===== src/rtl/div_unit.sv =====
// Iterative restoring radix-2 divider, one quotient bit per cycle, MSB first.
// Handles signed (truncate toward zero) and unsigned operands; divide-by-zero gives all-ones / dividend.
module div_unit #(
  parameter int WIDTH = 32
) (
  input  logic             clk,
  input  logic             resetn,
  input  logic             start,
  input  logic             is_signed,
  input  logic [WIDTH-1:0] a,
  input  logic [WIDTH-1:0] b,
  input  logic             flush,
  output logic             busy,
  output logic             done,
  output logic [WIDTH-1:0] quo,
  output logic [WIDTH-1:0] rem,
  output logic [1:0]       dbg_state
);

  localparam int CW = $clog2(WIDTH + 1);

  typedef enum logic [1:0] {
    IDLE = 2'd0,
    CALC = 2'd1,
    DONE = 2'd2
  } state_t;

  state_t           state_q, state_d;
  logic [CW-1:0]    cnt_q, cnt_d;
  logic [WIDTH-1:0] dvd_q, dvd_d;    // dividend bits shift out, quotient bits shift in
  logic [WIDTH-1:0] part_q, part_d;  // partial remainder
  logic [WIDTH-1:0] dvs_q, dvs_d;
  logic [WIDTH-1:0] araw_q, araw_d;
  logic             qneg_q, qneg_d;
  logic             rneg_q, rneg_d;
  logic             dz_q, dz_d;
  logic [WIDTH-1:0] quo_q, quo_d;
  logic [WIDTH-1:0] rem_q, rem_d;

  logic [WIDTH:0]   shifted;
  logic [WIDTH:0]   diff;
  logic             ge;
  logic [WIDTH-1:0] step_part;
  logic [WIDTH-1:0] step_dvd;
  logic [WIDTH-1:0] mag_a;
  logic [WIDTH-1:0] mag_b;

  always_comb begin
    shifted   = {part_q, dvd_q[WIDTH-1]};
    diff      = shifted - {1'b0, dvs_q};
    ge        = (shifted >= {1'b0, dvs_q});
    step_part = ge ? diff[WIDTH-1:0] : shifted[WIDTH-1:0];
    step_dvd  = {dvd_q[WIDTH-2:0], ge};
    // Magnitude of the most negative value wraps to itself, which yields the overflow result naturally.
    mag_a     = (is_signed && a[WIDTH-1]) ? ('0 - a) : a;
    mag_b     = (is_signed && b[WIDTH-1]) ? ('0 - b) : b;
  end

  always_comb begin
    state_d = state_q;
    cnt_d   = cnt_q;
    dvd_d   = dvd_q;
    part_d  = part_q;
    dvs_d   = dvs_q;
    araw_d  = araw_q;
    qneg_d  = qneg_q;
    rneg_d  = rneg_q;
    dz_d    = dz_q;
    quo_d   = quo_q;
    rem_d   = rem_q;

    case (state_q)
      IDLE: begin
        if (start && !flush) begin
          state_d = CALC;
          cnt_d   = CW'(WIDTH);
          dvd_d   = mag_a;
          dvs_d   = mag_b;
          part_d  = '0;
          araw_d  = a;
          qneg_d  = is_signed & (a[WIDTH-1] ^ b[WIDTH-1]);
          rneg_d  = is_signed & a[WIDTH-1];
          dz_d    = (b == '0);
        end
      end
      CALC: begin
        part_d = step_part;
        dvd_d  = step_dvd;
        cnt_d  = cnt_q - CW'(1);
        if (cnt_q == CW'(1)) begin
          state_d = DONE;
          if (dz_q) begin
            quo_d = '1;
            rem_d = araw_q;
          end else begin
            quo_d = qneg_q ? ('0 - step_dvd) : step_dvd;
            rem_d = rneg_q ? ('0 - step_part) : step_part;
          end
        end
      end
      DONE: begin
        state_d = IDLE;
      end
      default: begin
        state_d = IDLE;
      end
    endcase

    // Abort wins over everything except reset; results stay at their previous values.
    if (flush) begin
      state_d = IDLE;
      cnt_d   = '0;
      quo_d   = quo_q;
      rem_d   = rem_q;
    end
  end

  always_ff @(posedge clk) begin
    if (!resetn) begin
      state_q <= IDLE;
      cnt_q   <= '0;
      dvd_q   <= '0;
      part_q  <= '0;
      dvs_q   <= '0;
      araw_q  <= '0;
      qneg_q  <= 1'b0;
      rneg_q  <= 1'b0;
      dz_q    <= 1'b0;
      quo_q   <= '0;
      rem_q   <= '0;
    end else begin
      state_q <= state_d;
      cnt_q   <= cnt_d;
      dvd_q   <= dvd_d;
      part_q  <= part_d;
      dvs_q   <= dvs_d;
      araw_q  <= araw_d;
      qneg_q  <= qneg_d;
      rneg_q  <= rneg_d;
      dz_q    <= dz_d;
      quo_q   <= quo_d;
      rem_q   <= rem_d;
    end
  end

  assign busy      = (state_q != IDLE);
  assign done      = (state_q == DONE);
  assign quo       = quo_q;
  assign rem       = rem_q;
  assign dbg_state = state_q;

endmodule

===== config.mk =====
export PLATFORM = sky130hd
export DESIGN_NAME = div_unit
export DESIGN_NICKNAME = d
export VERILOG_FILES = /design/src/rtl/div_unit.sv
export SDC_FILE = /design/constraint.sdc
export NUM_CORES = 1
export LEC_CHECK = 0
export BUFFER_PORTS_ARGS = -buffer_cell sky130_fd_sc_hd__buf_2
export CAP_MARGIN = 10
export CORE_MARGIN = 2
export CORE_UTILIZATION = 60
export CTS_BUF_LIST = sky130_fd_sc_hd__clkbuf_8 sky130_fd_sc_hd__clkbuf_16
export DETAILED_ROUTE_END_ITERATION = 6
export MAX_ROUTING_LAYER = met4
export PLACE_DENSITY = 0.85
export REMOVE_ABC_BUFFERS = 1
export SYNTH_ARGS = -nofsm -noshare
export SYNTH_HDL_FRONTEND = slang
export SYNTH_SLANG_ARGS = --single-unit

===== constraint.sdc =====
create_clock -name clk -period 12.34 [get_ports clk]
set_input_delay 0.617 -clock clk [delete_from_list [all_inputs] [get_ports clk]]
set_output_delay 0.617 -clock clk [all_outputs]
set_load 0.01 [all_outputs]

==> results of run 1 <==
==> worst max-delay path: stages, from the launching register on <==
cell	delay, ns
dfxtp_1	0.36
ha_1	0.51
nand4_1	0.17
nor2_1	0.30
o311ai_2	0.22
a21oi_1	0.18
or3_4	0.57
inv_2	0.44
nor4_1	0.50
o22ai_1	0.27
nor4b_4	0.45
mux2_2	0.38
a311oi_1	0.26
a21oi_1	0.10
==> logic make-up after synthesis <==
family / share of synthesized area
simple gates: 0.221
compound gates: 0.256
flops: 0.313
buf+inv: 0.0554
xor+xnor: 0.0883
fa+ha+maj: 0.0381
mux: 0.0294
==> registers in the layout, indices dropped and copies added (netlist names) <==
| name | cells |
|---|---|
| araw_q | 32 |
| cnt_q | 6 |
| dbg_state | 2 |
| dvd_q | 32 |
| dvs_q | 32 |
| dz_q | 1 |
| part_q | 32 |
| qneg_q | 1 |
| quo | 32 |
| rem | 32 |
| rneg_q | 1 |
==> how the worst max path moves through the flow <==
stage | to | cells past startpoint
4_1_cts | quo[30]$_SDFFE_PN0P_ | 17
6_report | rem[25]$_SDFFE_PN0P_ | 13
3_3_place_gp | quo[30]$_SDFFE_PN0P_ | 17
5_1_grt | rem[25]$_SDFFE_PN0P_ | 13
2_1_floorplan | dvd_q[0]$_SDFFE_PN0P_ | 5
3_5_place_dp | quo[30]$_SDFFE_PN0P_ | 17
==> metal layers <==
layer  wire [um]  vias to the layer above  track usage  share of wire
met5           0                        -            -              0
met4         982                        0        0.100          0.027
met3        2630                       73       0.0407          0.073
met2       16500                      509        0.510           0.46
met1       15800                     5859        0.413           0.44
li1            -                     6295            -              -
==> stage by stage <==
| step | hold WS [ns] | cells | area [um2] |
|---|---|---|---|
| after floorplan | 0.432 | 1610 | 12500 |
| after global placement | 0.439 | 2032 | 13600 |
| after detailed placement | 0.445 | 2032 | 13600 |
| after CTS | 0.368 | 2072 | 14400 |
| after global routing | 0.371 | 2072 | 14400 |
| final | 0.378 | 2072 | 14400 |
==> power groups by stage <==
| stage | logic, mW | registers, mW | clock network [mW] |
|---|---|---|---|
| after global placement | 0.310 | 0.706 | 0 |
| after detailed placement | 0.314 | 0.707 | 0 |
| final | 0.320 | 0.693 | 0.710 |
| after floorplan | 0.232 | 0.703 | 0 |
| after global routing | 0.353 | 0.696 | 0.748 |
| after CTS | 0.316 | 0.693 | 0.717 |
==> placed cells by master, fill, tap and decap left out, types with 39 or more instances in the layout <==
cell,netlist,layout
xor2_1,76,76
a21oi_1,187,187
inv_1,57,59
xnor2_1,55,55
dfxtp_1,203,203
buf_2,14,136
nor2_1,169,167
o21ai_0,82,82
nand2_1,237,237
nand3_1,39,39
==> final cells by class <==
cell class,count,area share
Multi-Input combinational cell,1349,0.572
Sequential cell,203,0.282
Timing Repair Buffer,147,0.0530
Clock buffer,24,0.0409
Tap cell,275,0.0239
Inverter,58,0.0153
Clock inverter,16,0.0130
==> impl_metrics.tcl, run 1 <==
set metrics [dict create \
    cts.sinks 203 \
    register_area_um2 4060 \
    synth-seq-cells 203 \
    post_cts_resized 0 \
    setup_viol 0 \
    synth.most_common_cell "nand2_1" \
    max_freq_mhz 206 \
    power.switching_mw 0.500 \
    hold_class "in2reg" \
    holdCritStartpoint "b[0]" \
    grt_max_degree 103 \
    drc_errors 0 \
    setup_slack_ns 7.49 \
    rsz0062_at_grt "no" \
    synthTopCellsByArea "dfxtp_1 (31%), a21oi_1 (7.2%), nand2_1 (6.8%)" \
    rows 53 \
    synth_edf_count 0 \
    drtIter0Drc 1003 \
    cp-start-kind "register" \
    tightest_slew_ns 1.08 \
    port_buffers 136 \
    cts_hold_buf 0 \
    power.density_nw_per_um2 120 \
    initial_core_util 0.614 \
    p_seq_frac 0.402 \
    viasPerCell 6.15 \
    die_w_um 151 \
    p_leak_nw 5.87 \
    synth-main-ff-cell "dfxtp_1" \
    area_growth_pct 10.8 \
    synth_warnings 0 \
    gp_congestion 0.964 \
    cts_buffers 23 \
    die_h_um 151 \
    grt_antenna_before_repair 0 \
    tns_ns 0 \
    yosysTopAreaCell "dfxtp_1" \
    critPathKind "reg2reg" \
    p_int_mw 1.22 \
    finalWirelength_um 35900 \
    cp-startpoint "part_q[9]$_SDFFE_PN0P_" \
    dp_hpwl_um 25500 \
    outcome "finished clean" \
    fin_worst_skew_ns 0.00805 \
    ant_nets 0 \
    hold_path_end "dvs_q[0]$_SDFFE_PN0P_" \
    cts_setup_buffers 0 \
    worstSkewPairLatency_ns 0.52 \
    htree_levels 1 \
    core-area_um2 21200 \
    worstPathRequired_ns 12.73 \
    switching_share 0.290 \
    vdd_drop_max_mv 0.0659 \
    r2r.worst_path.cells 13 \
    fin_util 0.681 \
    yosysUniqueCellTypes 80 \
    fill_cells 1791 \
    synth_cells 1735 \
    synth_area_um2 13000 \
    path_clk_slew_ns 0.06 \
    rrSetupSlack_ns 7.49 \
    num_vias 12700 \
    hold_path_depth 3 \
    layout.nets 1890 \
    grt.overflow.total 0 \
    wl_per_cell_um 17.3 \
    io_pins 137 \
    drive_gt1_frac 0.124 \
    grt_pass1_wl_um 57400 \
    maxSlewHeadroom 0.279 \
    slew_violations 0 \
    multiInputGateArea_um2 8230 \
    dr.pass1.iters 5 \
    fin_crit_sh 0.393 \
    fin_crit_ns 4.85 \
    timing.rr.start "part_q[9]$_SDFFE_PN0P_" \
    p_comb_frac 0.186 \
    ys_seq_area_frac 0.313 \
    cp_max_fo 49 \
    arrival_ns 5.25 \
    synthTopCellsByCount "nand2_1 (237), dfxtp_1 (203), a21oi_1 (187), nor2_1 (169), clkbuf_1 (106)" \
    cts_root_buffer "clkbuf_16" \
    hold_viol 0 \
    netlist.area_leader.share 0.313 \
    syn_area_per_cell_um2 7.49 \
    p_total_mw 1.72 \
    synthArstFlopShare 0 \
    grt_usage 0.316 \
    endpoint_kind "register" \
    clkPwrFrac 0.412 \
    reg2reg_to "rem[25]$_SDFFE_PN0P_" \
    n_antenna_cell 0 \
    die-area_um2 22900 \
    cts_buffer_depth 3 \
    maxCapViolCount 0 \
    cts_tree "built" \
    first_global_vias 11600 \
    preCtsSetupSlack_ns 7.49 \
]
Note: power is estimated with default switching activity, not from simulation.
==> inputs of run 2 (changes only) <==
Settings changed: ABC_AREA from default to 1.
Clock period 12.34 ns to 5.05 ns, I/O delays scaled along.
==> impl_metrics.tcl, run 2 <==
set metrics [dict create \
    hold_ws_ns 0.0422 \
    setup_slack_ns 0.421 \
    worstSkewPairLatency_ns 0.52 \
    port_buffers 136 \
    use_met1 0.490 \
    netlist.area_leader.share 0.292 \
    met3_usage 0.0410 \
    drive_gt1_frac 0.127 \
    cts.sinks 203 \
    core-area_um2 22700 \
    yosysUniqueCellTypes 51 \
    fin_util 0.680 \
    slowest_stage "dfxtp_1" \
    maxCapViolCount 0 \
    crit_path_max_incr_delay_ns 0.44 \
    die-area_um2 24400 \
    drtIter0Drc 1572 \
    synth_warnings 0 \
    n_antenna_cell 0 \
    htree_levels 1 \
    layout.cells.most_common "nand2_1" \
    synth-seq-cells 203 \
    first_global_vias 13800 \
    outcome "finished clean" \
    ys_seq_area_frac 0.292 \
    cts_setup_buffers 0 \
    maxSlewHeadroom 0.198 \
    finalWirelength_um 43800 \
    cts_root_buffer "clkbuf_16" \
    grt_use_met2 0.577 \
    hold_viol 0 \
    synthArstFlopShare 0 \
    rsz0062_at_grt "no" \
    layout.nets 2414 \
    synth.most_common_cell "nand2_1" \
    fin_crit_sh 0.917 \
    synthTopCellsByArea "dfxtp_1 (29%), nand2_1 (17%), inv_1 (8.1%)" \
    rows 55 \
    area_growth_pct 11.0 \
    cp_max_fo 22 \
    synth_cells 2224 \
    path_clk_slew_ns 0.06 \
    endpoint_kind "register" \
    io_pins 137 \
    grt_pass1_wl_um 69700 \
    worstPathRequired_ns 5.45 \
    die_h_um 156 \
    synth_edf_count 0 \
    yosysTopAreaCell "dfxtp_1" \
    setup_viol 0 \
    num_vias 15200 \
    gr-max-usage-layer "met2" \
    fin_crit_ns 4.63 \
    tightest_slew_ns 1.20 \
    mostFrequentLayoutCells "nand2_1 (612), inv_1 (302), dfxtp_1 (203)" \
    die_w_um 156 \
    arrival_ns 5.03 \
    grt_usage 0.364 \
    cts_tree "built" \
    syn_area_per_cell_um2 6.25 \
    power.density_nw_per_um2 289 \
    critPathKind "reg2reg" \
    vdd_drop_max_mv 0.264 \
    grt_antenna_before_repair 0 \
    dr.pass1.iters 6 \
    grt.overflow.total 0 \
    synth_area_um2 13900 \
    slew_violations 0 \
    drc_errors 0 \
    p_leak_nw 7.83 \
    preCtsSetupSlack_ns 0.664 \
    hold_class "in2reg" \
    initial_core_util 0.612 \
    synth-main-ff-cell "dfxtp_1" \
    gp_congestion 1.02 \
    cts_buffers 24 \
    cp-start-kind "register" \
    max_freq_mhz 216 \
    wl_per_cell_um 16.8 \
    cts_buffer_depth 3 \
    ant_nets 0 \
    synthTopCellsByCount "nand2_1 (612), inv_1 (300), dfxtp_1 (203), nor2_1 (190), a21oi_1 (173)" \
    grt_max_degree 102 \
    viasPerCell 5.84 \
    fin_worst_skew_ns 0.0144 \
    cpMostUsedCell "nand2_1" \
    dp_hpwl_um 32100 \
]
==> run 2: changes by cell type after synthesis, sizes merged, moves of 25 or more <==
cell	previous run	this run
nand2	238	641
inv	58	314
nand3	39	126
o21ai	90	137
nor2	169	214
o221ai	3	48
clkbuf	106	67
xnor2	55	21
mux2i	31	0
a211oi	37	7
a22oi	30	0
xor2	76	50
o31ai	26	1
==> run 2: path summary, 6_finish.rpt <==
kind                           start                      end  slack (ns)  depth (start not counted)
max           part_q[7]$_SDFFE_PN0P_     quo[30]$_SDFFE_PN0P_        0.42                         25
min                             a[3]   araw_q[3]$_SDFFE_PN0P_        0.04                          3
max reg2reg   part_q[7]$_SDFFE_PN0P_     quo[30]$_SDFFE_PN0P_        0.42                         25
min reg2reg  araw_q[12]$_SDFFE_PN0P_  araw_q[12]$_SDFFE_PN0P_        0.45                          2
==> run 2: area by class of cell <==
class / instances / area, um2
Clock buffer: 27 / 653
Sequential cell: 203 / 4060
Multi-Input combinational cell: 1607 / 8240
Inverter: 318 / 1190
Clock inverter: 16 / 129
Fill cell: 2075 / 7270
Timing Repair Buffer: 152 / 801
Tap cell: 285 / 357
==> run 2: what timing repair did <==
| action | CTS | global route |
|---|---|---|
| hold buffers | 0 | 0 |
| endpoints found under the setup margin | 0 | 2 |
| gates resized for setup | 0 | 1 |
==> run 2: cells by family (layout without fill, tap and decap cells) <==
group / count (synthesis) / in the layout / share of synthesized area
XOR/XNOR: 71 / 71 / 0.0447
AO/OA/AOI/OAI: 430 / 430 / 0.181
flip-flops: 203 / 203 / 0.292
AND/OR/NAND/NOR: 1067 / 1067 / 0.329
adder cells (fa/ha/maj): 39 / 39 / 0.0356
buffers and inverters: 414 / 513 / 0.117
==> run 2: layer usage <==
layer,vias up,wire length [um]
met2,704,19900
met5,-,0
met4,0,1370
met3,106,3560
met1,7033,18900
li1,7379,-
==> run 2: through the flow <==
| step | instances | setup TNS (ns) | total power, mW | instance area (um2) |
|---|---|---|---|---|
| floorplan | 2128 | -47.86 | 2.41 | 13500 |
| global placement | 2565 | 0 | 2.70 | 14700 |
| detailed placement | 2565 | 0 | 2.72 | 14700 |
| CTS | 2608 | 0 | 4.43 | 15400 |
| global route | 2608 | 0 | 4.65 | 15400 |
| finish | 2608 | 0 | 4.46 | 15400 |
==> run 2: worst max-delay path, delay by kind of cell (launching register included) <==
kind,cells,cell delay [ns]
flip-flops,1,0.44
AND/OR/NAND/NOR,13,2.01
AO/OA/AOI/OAI,4,0.74
adder cells (fa/ha/maj),2,0.56
buffers and inverters,5,0.58
XOR/XNOR,1,0.19
==> run 2: where the power goes <==
| group | leakage (nW) | switching, mW | internal [mW] | total (mW) |
|---|---|---|---|---|
| sequential | 1.65 | 0.0448 | 1.66 | 1.70 |
| clock | 0.411 | 0.710 | 1.02 | 1.73 |
| combinational | 5.77 | 0.714 | 0.310 | 1.02 |
| total | 7.83 | 1.47 | 2.99 | 4.46 |
==> inputs of run 3 (changes only) <==
Settings changed: CTS_CLUSTER_DIAMETER from default to 60, RECOVER_POWER from default to 100.
==> impl_metrics.tcl, run 3 (same netlist as run 2, synthesis figures left out) <==
set metrics [dict create \
    fin_util 0.671 \
    worstPathRequired_ns 5.46 \
    cp_max_fo 22 \
    grt_usage 0.364 \
    slowest_stage "dfxtp_1" \
    critPathKind "reg2reg" \
    p_total_mw 4.38 \
    cts_buffer_depth 3 \
    slew_violations 235 \
    hold_ws_ns 0.0202 \
    fin_crit_ns 4.67 \
    hold_viol 0 \
    grt_max_degree 102 \
    endpoint_kind "register" \
    register_area_um2 4060 \
    layout.cells.most_common "nand2_1" \
    tightest_slew_ns 3.69 \
    cpMostUsedCell "nand2_1" \
    core-area_um2 22700 \
    cts_tree "built" \
    power.density_nw_per_um2 288 \
    hold_class "in2reg" \
    maxCapViolCount 4 \
    multiInputGateArea_um2 8170 \
    path_clk_slew_ns 0.06 \
    violations "capacitance limit, slew limit" \
    grt.overflow.total 0 \
    area_growth_pct 9.53 \
    dp_hpwl_um 32100 \
    wl_per_cell_um 16.7 \
    dr.pass1.iters 5 \
    outcome "complete, but fails checks" \
    grt_antenna_before_repair 0 \
    setup_slack_ns 0.383 \
    htree_levels 1 \
    die-area_um2 24400 \
    first_global_vias 13800 \
    cts_hold_buf 0 \
    arrival_ns 5.07 \
    cp-start-kind "register" \
    vdd_drop_max_mv 0.267 \
    fin_crit_sh 0.924 \
    p_leak_nw 7.48 \
    max_freq_mhz 214 \
    initial_core_util 0.612 \
    drtIter0Drc 1584 \
    fill_cells 2145 \
    cts_buffers 25 \
    mostFrequentLayoutCells "nand2_1 (616), inv_1 (302), dfxtp_1 (203)" \
    die_h_um 156 \
    cts.sinks 203 \
    n_antenna_cell 0 \
    maxSlewHeadroom -1.46 \
    grt_pass1_wl_um 69700 \
    drive_gt1_frac 0.0899 \
    setup_viol 0 \
    worstSkewPairLatency_ns 0.54 \
    fin_worst_skew_ns 0.0259 \
    io_pins 137 \
    port_buffers 136 \
    ant_nets 0 \
    finalWirelength_um 43600 \
    viasPerCell 5.77 \
    num_vias 15100 \
    rsz0062_at_grt "no" \
    cts_root_buffer "clkbuf_16" \
    rows 55 \
    crit_path_max_incr_delay_ns 0.44 \
    drc_errors 0 \
    gp_congestion 1.02 \
    preCtsSetupSlack_ns 0.664 \
    die_w_um 156 \
    layout.nets 2415 \
]
==> run 3: cell types whose count changed in the layout (fill, tap and decap cells not counted), moves of 4 or more <==
| cell | before | now |
|---|---|---|
| o21ai_0 | 116 | 122 |
| buf_2 | 136 | 67 |
| nor2_1 | 188 | 193 |
| clkbuf_1 | 0 | 73 |
| o21ai_1 | 15 | 10 |
| nand2_1 | 612 | 616 |
| buf_4 | 16 | 10 |
==> run 3: timing repair <==
action / 4_1_cts / 5_1_grt
buffers inserted: 0 / 0
endpoints found under the setup margin: 0 / 2
resized for setup: 0 / 1
==> run 3: final timing paths <==
path | slack (ns) | cells after the start | start | to
min reg2reg | 0.46 | 2 | araw_q[28]$_SDFFE_PN0P_ | araw_q[28]$_SDFFE_PN0P_
max | 0.38 | 25 | part_q[7]$_SDFFE_PN0P_ | quo[30]$_SDFFE_PN0P_
min | 0.02 | 3 | a[3] | araw_q[3]$_SDFFE_PN0P_
max reg2reg | 0.38 | 25 | part_q[7]$_SDFFE_PN0P_ | quo[30]$_SDFFE_PN0P_
==> run 3: report_power, final <==
group / internal (mW) / switching, mW
registers: 1.66 / 0.0445
logic: 0.305 / 0.698
clock network: 0.936 / 0.739
==> run 3: final cells by class <==
class                      count  share of cell area
inverter                     318              0.0784
timing repair buffer         152              0.0456
tap                          285              0.0234
multi-input combinational   1607               0.536
clock buffer                  27              0.0429
clock inverter                18             0.00690
sequential                   203               0.267
==> run 3: worst max-delay path, delay by kind of cell, from the launching register on <==
kind	cells	cell delay, ns
AND/OR/NAND/NOR	13	2.03
AO/OA/AOI/OAI	4	0.73
buffers and inverters	5	0.58
adder cells (fa/ha/maj)	2	0.55
flip-flops	1	0.44
XOR/XNOR	1	0.19
==> run 3: layer usage <==
metal	track usage	vias to the layer above	part of all wire
li1	-	7375	-
met2	0.577	667	0.45
met5	-	-	0
met1	0.487	6908	0.44
met3	0.0413	119	0.078
met4	0.118	0	0.035
==> run 3: through the flow <==
step	cells	setup TNS [ns]	area, um2
final	2610	0	15200
after global routing	2610	0	15200
after CTS	2610	0	15400
after global placement	2565	0	14700
after detailed placement	2565	0	14700
after floorplan	2128	-47.86	13500
